--- src/rtl/noc_pkg.sv ---
// Shared constants and FSM encoding for the NoC link arbiter.
// Credit counter width covers CREDITS up to 7.
package noc_pkg;

  localparam int DATA_W_DEF  = 20;
  localparam int CREDITS_DEF = 4;
  localparam int CRED_W      = 3;

  typedef enum logic {
    IDLE = 1'b0,
    BUSY = 1'b1
  } state_e;

endpackage

--- src/rtl/noc_rr_pick.sv ---
// Round-robin picker: first asserted request at or after rr_ptr, cyclic.
// Purely combinational; no backpressure of its own.
module noc_rr_pick #(
  parameter int NUM_REQ = 4,
  parameter int IDX_W   = $clog2(NUM_REQ)
) (
  input  logic [NUM_REQ-1:0] req,
  input  logic [IDX_W-1:0]   rr_ptr,
  output logic [IDX_W-1:0]   winner,
  output logic               any_valid
);

  int               j;
  logic [IDX_W-1:0] sel;

  // Walk offsets from farthest to nearest so the nearest hit overrides.
  always_comb begin
    winner    = rr_ptr;
    any_valid = 1'b0;
    j         = 0;
    sel       = '0;
    for (int k = NUM_REQ - 1; k >= 0; k--) begin
      j = int'(rr_ptr) + k;
      if (j >= NUM_REQ) j = j - NUM_REQ;
      sel = IDX_W'(j);
      if (req[sel]) begin
        winner    = sel;
        any_valid = 1'b1;
      end
    end
  end

endmodule

--- src/rtl/noc_link_arbiter.sv ---
// Round-robin, credit-tracked arbiter for one NoC output link; valid->ready 1 cycle, ready->out 1 cycle.
// Ready held low with zero credits; NOC_ARB_PKT_LOCK_EN locks the grant for a whole packet (wormhole).
module noc_link_arbiter
  import noc_pkg::*;
#(
  parameter int NUM_REQ = 4,
  parameter int DATA_W  = DATA_W_DEF,
  parameter int CREDITS = CREDITS_DEF
) (
  input  logic                        clk,
  input  logic                        RST,
  input  logic [NUM_REQ-1:0]          req_valid,
  input  logic [NUM_REQ*DATA_W-1:0]   req_data,
  input  logic [NUM_REQ-1:0]          req_last,
  output logic [NUM_REQ-1:0]          req_ready,
  input  logic                        ci,
  output logic [DATA_W-1:0]           dataout,
  output logic                        out_valid,
  output logic [$clog2(NUM_REQ)-1:0]  grant_id,
  output logic [CRED_W-1:0]           credit_cnt,
  output logic                        credit_err
);

  localparam int                IDX_W    = $clog2(NUM_REQ);
  localparam logic [CRED_W-1:0] CRED_MAX = CRED_W'(CREDITS);
  localparam logic [IDX_W-1:0]  LAST_IDX = IDX_W'(NUM_REQ - 1);

  state_e           state, state_nxt;
  logic [IDX_W-1:0] rr_ptr;
  logic [IDX_W-1:0] winner;
  logic             any_valid;
  logic             xfer;
  logic             pkt_end;

  noc_rr_pick #(.NUM_REQ(NUM_REQ), .IDX_W(IDX_W)) u_pick (
    .req       (req_valid),
    .rr_ptr    (rr_ptr),
    .winner    (winner),
    .any_valid (any_valid)
  );

  assign xfer = req_valid[grant_id] & req_ready[grant_id];

`ifdef NOC_ARB_PKT_LOCK_EN
  assign pkt_end = xfer & req_last[grant_id];
`else
  // Every flit is its own arbitration unit, so tail markers carry no meaning.
  logic unused_last;
  assign unused_last = ^req_last;
  assign pkt_end     = xfer;
`endif

  always_comb begin
    state_nxt = state;
    req_ready = '0;
    case (state)
      IDLE: if (any_valid) state_nxt = BUSY;
      BUSY: begin
        req_ready[grant_id] = (credit_cnt != '0);
        if (pkt_end) state_nxt = IDLE;
      end
      default: state_nxt = IDLE;
    endcase
  end

  always_ff @(posedge clk) begin
    if (!RST) begin
      state      <= IDLE;
      rr_ptr     <= '0;
      grant_id   <= '0;
      credit_cnt <= CRED_MAX;
      dataout    <= '0;
      out_valid  <= 1'b0;
      credit_err <= 1'b0;
    end else begin
      state     <= state_nxt;
      out_valid <= xfer;
      if (state == IDLE && any_valid) grant_id <= winner;
      if (pkt_end) rr_ptr <= (grant_id == LAST_IDX) ? '0 : grant_id + 1'b1;
      if (xfer) dataout <= req_data[int'(grant_id)*DATA_W +: DATA_W];
      // A return while already full means the downstream side lost count.
      if (ci && credit_cnt == CRED_MAX) credit_err <= 1'b1;
      if (xfer && !ci)
        credit_cnt <= credit_cnt - 1'b1;
      else if (ci && !xfer && credit_cnt != CRED_MAX)
        credit_cnt <= credit_cnt + 1'b1;
    end
  end

endmodule

--- config.mk ---
export PLATFORM = sky130hd
export DESIGN_NAME = noc_link_arbiter
export DESIGN_NICKNAME = d
export VERILOG_FILES = /design/src/rtl/noc_pkg.sv /design/src/rtl/noc_rr_pick.sv /design/src/rtl/noc_link_arbiter.sv
export SDC_FILE = /design/constraint.sdc
export NUM_CORES = 1
export LEC_CHECK = 0
export CORE_ASPECT_RATIO = 1.1
export CORE_MARGIN = 3
export CORE_UTILIZATION = 33
export DETAILED_ROUTE_END_ITERATION = 10
export GPL_TIMING_DRIVEN = 0
export PLACE_DENSITY = 0.81
export SETUP_SLACK_MARGIN = 0.15
export SLEW_MARGIN = 20
export SYNTH_ARGS = -nofsm -noshare
export SYNTH_HDL_FRONTEND = slang
export SYNTH_SLANG_ARGS = --single-unit
--- constraint.sdc ---
create_clock -name clk -period 2.5 [get_ports clk]
set_input_delay 0.375 -clock clk [delete_from_list [all_inputs] [get_ports clk]]
set_output_delay 0.375 -clock clk [all_outputs]
set_load 0.01 [all_outputs]
## Word-level counts from Yosys, hierarchy flattened

Index checks and enable logic that the tools add are counted.

| word-level totals | value |
|---|---|
| output and inout port bits | 31 |
| input bits | 91 |
| word-level logic and storage cells | 78 |
| register bits after elaboration | 30 |

| cells by class | value |
|---|---|
| equality and inequality tests | 3 |
| muxes and demuxes | 33 |
| shift operators | 1 |
| $mul | 1 |
| bitwise operators | 3 |
| add/sub/neg operators | 10 |
| $lt $le $gt $ge | 10 |
| reduce and logical (&&, ||, !) cells | 10 |

Operators by type and width:

| kind | count |
|---|---|
| 80-bit by 8-bit variable part select with 20-bit output | 1 |
| 2-bit two-way mux | 9 |
| 2-bit by 3-bit < comparator with 1-bit output, second input constant | 5 |
| 1-bit two-way mux | 13 |
| 1-bit binary-select mux with 2-bit select | 6 |
| 3-bit >= comparator, second input constant | 3 |
| 2-bit by 1-bit subtractor with 2-bit output, second input constant | 4 |
| 2-bit by 2-bit adder with 3-bit output, second input constant | 2 |
| 1-bit logical AND | 6 |
| 3-bit two-way mux | 2 |
| 2-bit by 3-bit multiplier with 5-bit output, second input constant | 1 |
| 4-bit bitwise AND | 1 |
| 4-bit two-way mux | 1 |
| 2-bit by 1-bit adder with 3-bit output, second input constant | 1 |
| 3-bit by 1-bit adder with 3-bit output, second input constant | 1 |
| 3-bit == test, second input constant | 1 |
| 2-bit by 3-bit >= comparator with 1-bit output, second input constant | 1 |
| 3-bit != test, second input constant | 1 |
| 3-bit nonzero test | 1 |
| 3-bit by 1-bit subtractor with 3-bit output, second input constant | 1 |
| 2-bit by 1-bit adder with 2-bit output, second input constant | 1 |
| 1-bit demux with 2-bit select | 1 |
| 2-bit == test, second input constant | 1 |
| 2-bit by 1-bit >= comparator with 1-bit output, second input constant | 1 |
| 5 further kinds | 6 |

## Logic depth before layout (Yosys ltp)

| logic depth | value |
|---|---|
| word-level depth | 14 |
| gate-level depth with buffers | 11 |
| mapped depth without buffers | 10 |

## Hierarchy

A second synthesis with hierarchy kept.

| second synthesis, totals | value |
|---|---|
| cell total of the unflattened synthesis | 200 |
| area total of the unflattened synthesis | 1915.6 µm² |

By module, submodules not included:

| module | times used | cells each | seq. area each (µm²) | area an instance (µm²) |
|---|---|---|---|---|
| noc_link_arbiter | 1 | 184 | 600.6 | 1815.5 |
| noc_rr_pick | 1 | 16 | 0.0 | 100.1 |

## Least setup slack after synthesis

OpenSTA, ideal clock, no wires.

| path | value |
|---|---|
| path type | reg2reg |
| start | register grant_id[0] |
| end | register credit_cnt[2] |
| required time | 2.377 ns |
| period minus slack after synthesis | 2.608 ns |
| data arrival time | 2.485 ns |
| stages on the path, launching flop included | 11 |
| buffers on the path | 1 |
| library setup time | 0.123 ns |
| path slack | -0.108 ns |
| cell sequence | dfxtp_1 -> ha_1 -> nand2_1 -> mux4_2 -> nor2b_1 -> buf_2 -> nand2b_1 -> fa_1 -> nor2b_1 -> mux2i_1 -> mux2_1 |

| on the way | value |
|---|---|
| cells in the longest elaborated chain, start to end | 13 |
| elaborated cells between the ends (all ways) | 18 |
| those cells by class | 2 x order compare; 8 x mux; 2 x bitwise; 6 x reduce/logical |

RTL lines:

| item | line | source |
|---|---|---|
| from (decl) | noc_link_arbiter.sv:19 | `output logic [$clog2(NUM_REQ)-1:0] grant_id,` |
| from (signal assigned) | noc_link_arbiter.sv:78 | `if (state == IDLE && any_valid) grant_id <= winner;` |
| 2-bit by 3-bit < comparator with 1-bit output (implied by the code) / 2-bit by 1-bit >= comparator with 1-bit output (equally long branches) | noc_link_arbiter.sv:59 | `req_ready[grant_id] = (credit_cnt != '0);` |
| 1-bit logical AND (implied by the code) | noc_link_arbiter.sv:59 |  |
| 1-bit two-way mux (implied by the code) | noc_link_arbiter.sv:59 |  |
| 1-bit demux with 2-bit select | noc_link_arbiter.sv:59 |  |
| 4-bit bitwise AND (no line) | -- |  |
| 4-bit two-way mux | noc_link_arbiter.sv:56 | `case (state)` |
| 1-bit binary-select mux with 2-bit select | noc_link_arbiter.sv:42 | `assign xfer = req_valid[grant_id] & req_ready[grant_id];` |
| 1-bit two-way mux (implied by the code) | noc_link_arbiter.sv:42 |  |
| 1-bit bitwise AND (*) | noc_link_arbiter.sv:42 |  |
| 1-bit logical NOT | noc_link_arbiter.sv:85 | `else if (ci && !xfer && credit_cnt != CRED_MAX)` |
| 1-bit logical AND (2 in series) | noc_link_arbiter.sv:85 |  |
| 2-bit nonzero test (no line) | -- |  |
| to (signal assigned) | noc_link_arbiter.sv:84 | `credit_cnt <= credit_cnt - 1'b1;` |
| to (signal assigned) | noc_link_arbiter.sv:86 | `credit_cnt <= credit_cnt + 1'b1;` |
| to (decl) | noc_link_arbiter.sv:20 | `output logic [CRED_W-1:0] credit_cnt,` |

Mark *: on every way between the ends. The rest lies on a longest branch, timed or not. The select of a mux whose other input is x is not followed.
A chain may end at the register's enable or synchronous reset.

## Final worst setup path

Same ends and word-level chain as after synthesis.

==> run_results.csv <==
group,metric,value,unit
worst_setup_path,cp-end-kind,"register",
drt,routedWlPerCell,14.55,µm
worst_setup_path,crit_arrival,2.72,ns
synth,syn_area,0.001888,mm²
synth,synthFlopType,"dfxtp_1",
grt,grt_pass1_wl,9.680,mm
synth,ys_warn_count,0,
clocking,cts_root_buffer,"clkbuf_8",
floorplanning,chipWidth,78.12,µm
worst_setup_path,rrSetupSlack,-0.06,ns
worst_setup_path,crit_type,"register to register",
synth,syn_avg_cell_area,9.633,µm²
synth,ys_seq_area_share,31.81,%
synth,synth_area_leader_cell,"dfxtp_1",
timing,finalSetupViolCount,1,
floorplanning,dieArea,0.006666,mm²
timing,period_share,102.3,%
worst_setup_path,endpoint,"credit_cnt[2]",
synth,synth.area.mux_share,28.30,%
clocking,cts_tree,"done",
timing,worst_pin_slew,0.8146,ns
worst_hold_path,hp-class,"register to register",
layout,drive_above_1_share,15.03,%
timing,period_needed,2.558,ns
placement,globalplace.congestion,0.8289,
clocking,cts_made_buffers,5,
synth,synthesis.nets,292,
timing,timing.fmax,390.9,MHz
worst_setup_path,required,2.67,ns
drt,drcViolationCount,0,
floorplanning,rows,28,
grt,met1_usage,20.03,%
synth,synth_top_family_by_area,"multiplexers",
power_and_ir_drop,fin_total_pwr,1418,µW
worst_setup_path,cp-startpoint,"grant_id[0]",
grt,grt_pass1_vias,2048,
drt,first_pass_iters,4,
drt,drt_iter0_drc,89,
grt,grt-ovfl-total,0,
worst_setup_path,regToRegStartpoint,"grant_id[0]",
drt,vias,1972,
timing,final.setup.tns,-0.05822,ns
clocking,insertion_delay,0.28,ns
clocking,cts.path.max_buffers,2,
grt,use_met2,34.97,%
synth,synth_xor_area_share,0,%
drt,drt-total-wl,5.835,mm
timing,final_hold_viol_count,0,
synth,ys_ff_latch,30,
job,drv_cap,0,
clocking,hold_buffers,0,
timing,setup_ws,-0.05822,ns
grt,grt_usage,18.54,%
layout,syn_to_final_growth,76.94,%
floorplanning,die_y,85.33,µm
timing,slew_headroom,45.69,%
synth,synth_fa_ha_area_share,3.711,%
grt,grt_use_met3,4.459,%
clocking,path_clk_slew,0.07,ns
placement,dpl.hpwl,4.536,mm
placement,io_buffers,116,
worst_setup_path,reg2reg_depth,11,
synth,synth_edf_count,0,
clocking,cts_htree_levels,2,
floorplanning,initial_core_util,34.55,%
drt,viasPerCell,4.918,
grt,grt.busiest_layer,"met2",
synth,ys_types,30,
outcome,status,"finished, violations left",
floorplanning,io_pins,122,
power_and_ir_drop,p_leak,0.001154,µW
worst_setup_path,r2r_end,"credit_cnt[2]",
power_and_ir_drop,ir_drop,192.2,µV
synth,synthArstFlopShare,0,%
layout,antenna_cells,0,
outcome,violations,"negative setup slack",
floorplanning,core,0.005465,mm²
synth,yosysTopAreaCellShare,31.81,%
grt,grt_max_degree,11,
timing,finClkSkew,0.009006,ns
power_and_ir_drop,p_per_area,424.5,mW/mm²
drt,antenna_left,0,
synth,synth-simple-area-share,18.36,%
synth,synth_compound_area_share,13.52,%
synth,synthTopCellsByArea,"dfxtp_1 (32%), mux4_2 (25%), nand2_1 (11%)",
timing,maxSlewViolCount,0,
grt,antenna_found_initial,0,
timing,rsz0062_at_grt,"true",
clocking,cts_num_sinks,30,
worst_setup_path,start_kind,"register",
layout,final_nets,421,
synth,synthCells,196,
worst_setup_path,crit_fanout,4,
==> layout make-up <==
cell class | count | area, µm²
Buffer | 14 | 61.31
Inverter | 6 | 27.53
Timing Repair Buffer | 122 | 1201
Sequential cell | 30 | 608.1
Tap cell | 75 | 93.84
Clock buffer | 8 | 80.08
Multi-Input combinational cell | 146 | 1269
Fill cell | 484 | 2125
==> where the power goes <==
| group | leakage (µW) | switching [µW] | internal, µW |
|---|---|---|---|
| Clock | 0.0000395 | 172 | 197 |
| Sequential | 0.000246 | 29.1 | 513 |
| Combinational | 0.000869 | 191 | 316 |
==> per-layer routing <==
| layer | vias up | routed length, µm |
|---|---|---|
| li1 | 954 | - |
| met1 | 923 | 2190 |
| met2 | 86 | 3155 |
| met3 | 9 | 395 |
| met4 | 0 | 93 |
| met5 | - | 0 |
==> cell usage after synthesis, drive strengths merged, types with 2 or more instances <==
cell     n
buf      6
and2     7
a21oi    4
mux4    21
nand2b   4
mux2i    5
clkbuf   8
a21boi  22
o221ai   2
inv      6
nor2b    6
dfxtp   30
ha       4
o21ai    4
nor2     3
nand2   53
==> logic make-up (layout without fill, tap and decap cells) <==
group / count (synthesis) / in the layout
AO/OA/AOI/OAI: 36 / 36
flip-flops: 30 / 30
AND/OR/NAND/NOR: 78 / 78
buffers and inverters: 20 / 150
multiplexers: 27 / 27
adder cells (fa/ha/maj): 5 / 5
==> state kept, by name (all words and copies together), names as in the netlist <==
register    flops
credit_cnt      3
credit_err      1
dataout        20
grant_id        2
out_valid       1
rr_ptr          2
state           1
==> layout by cell type (no fill, tap or decap), types with 5 or more instances in the layout <==
cell type        count
a21boi_0            21
and2_1               7
mux4_2              21
nand2_1             52
clkdlybuf4s50_1    112
clkbuf_1            11
mux2i_1              5
nor2b_1              6
buf_4                7
dfxtp_1             28
clkbuf_8             5
==> worst max-delay path: stages (launching register included) <==
cell and delay (ns):
dfxtp_4 0.38, inv_4 0.09, ha_4 0.14, nand2_2 0.04
mux4_2 0.49, nor2b_1 0.14, buf_4 0.15, nand2b_4 0.05
fa_2 0.33, nor2b_1 0.13, mux2i_1 0.17, mux2_1 0.33
==> stage by stage <==
stage / worst slack [ns] / cells / area [µm²] / util [%] / hold WS, ns
global placement: -0.4495 / 387 / 3156 / 57.74 / 0.4506
detailed placement: -0.4945 / 387 / 3156 / 57.74 / 0.4556
finish: -0.05822 / 401 / 3341 / 61.13 / 0.4582
global route: -0.1460 / 401 / 3341 / 61.13 / 0.4819
CTS: -0.02822 / 401 / 3338 / 61.08 / 0.4636
floorplan: 0.05919 / 196 / 1901 / - / 0.4536
==> what timing repair did <==
action / 4_1_cts / 5_1_grt
resized for setup: 16 / 1
setup endpoints to repair: 2 / 2
pin swaps: 1 / 1
buffers inserted: 6 / 0
==> worst min path at each step <==
stage                start     endpoint  slack, ns  cells past startpoint
2_1_floorplan    rr_ptr[0]    rr_ptr[0]       0.45                      2
3_3_place_gp   dataout[17]  dataout[17]       0.45                      2
5_1_grt         dataout[8]   dataout[8]       0.48                      2
4_1_cts        dataout[10]  dataout[10]       0.46                      2
6_report       dataout[10]  dataout[10]       0.46                      2
3_5_place_dp   dataout[10]  dataout[10]       0.46                      2
(Power assumes the default switching activity.)
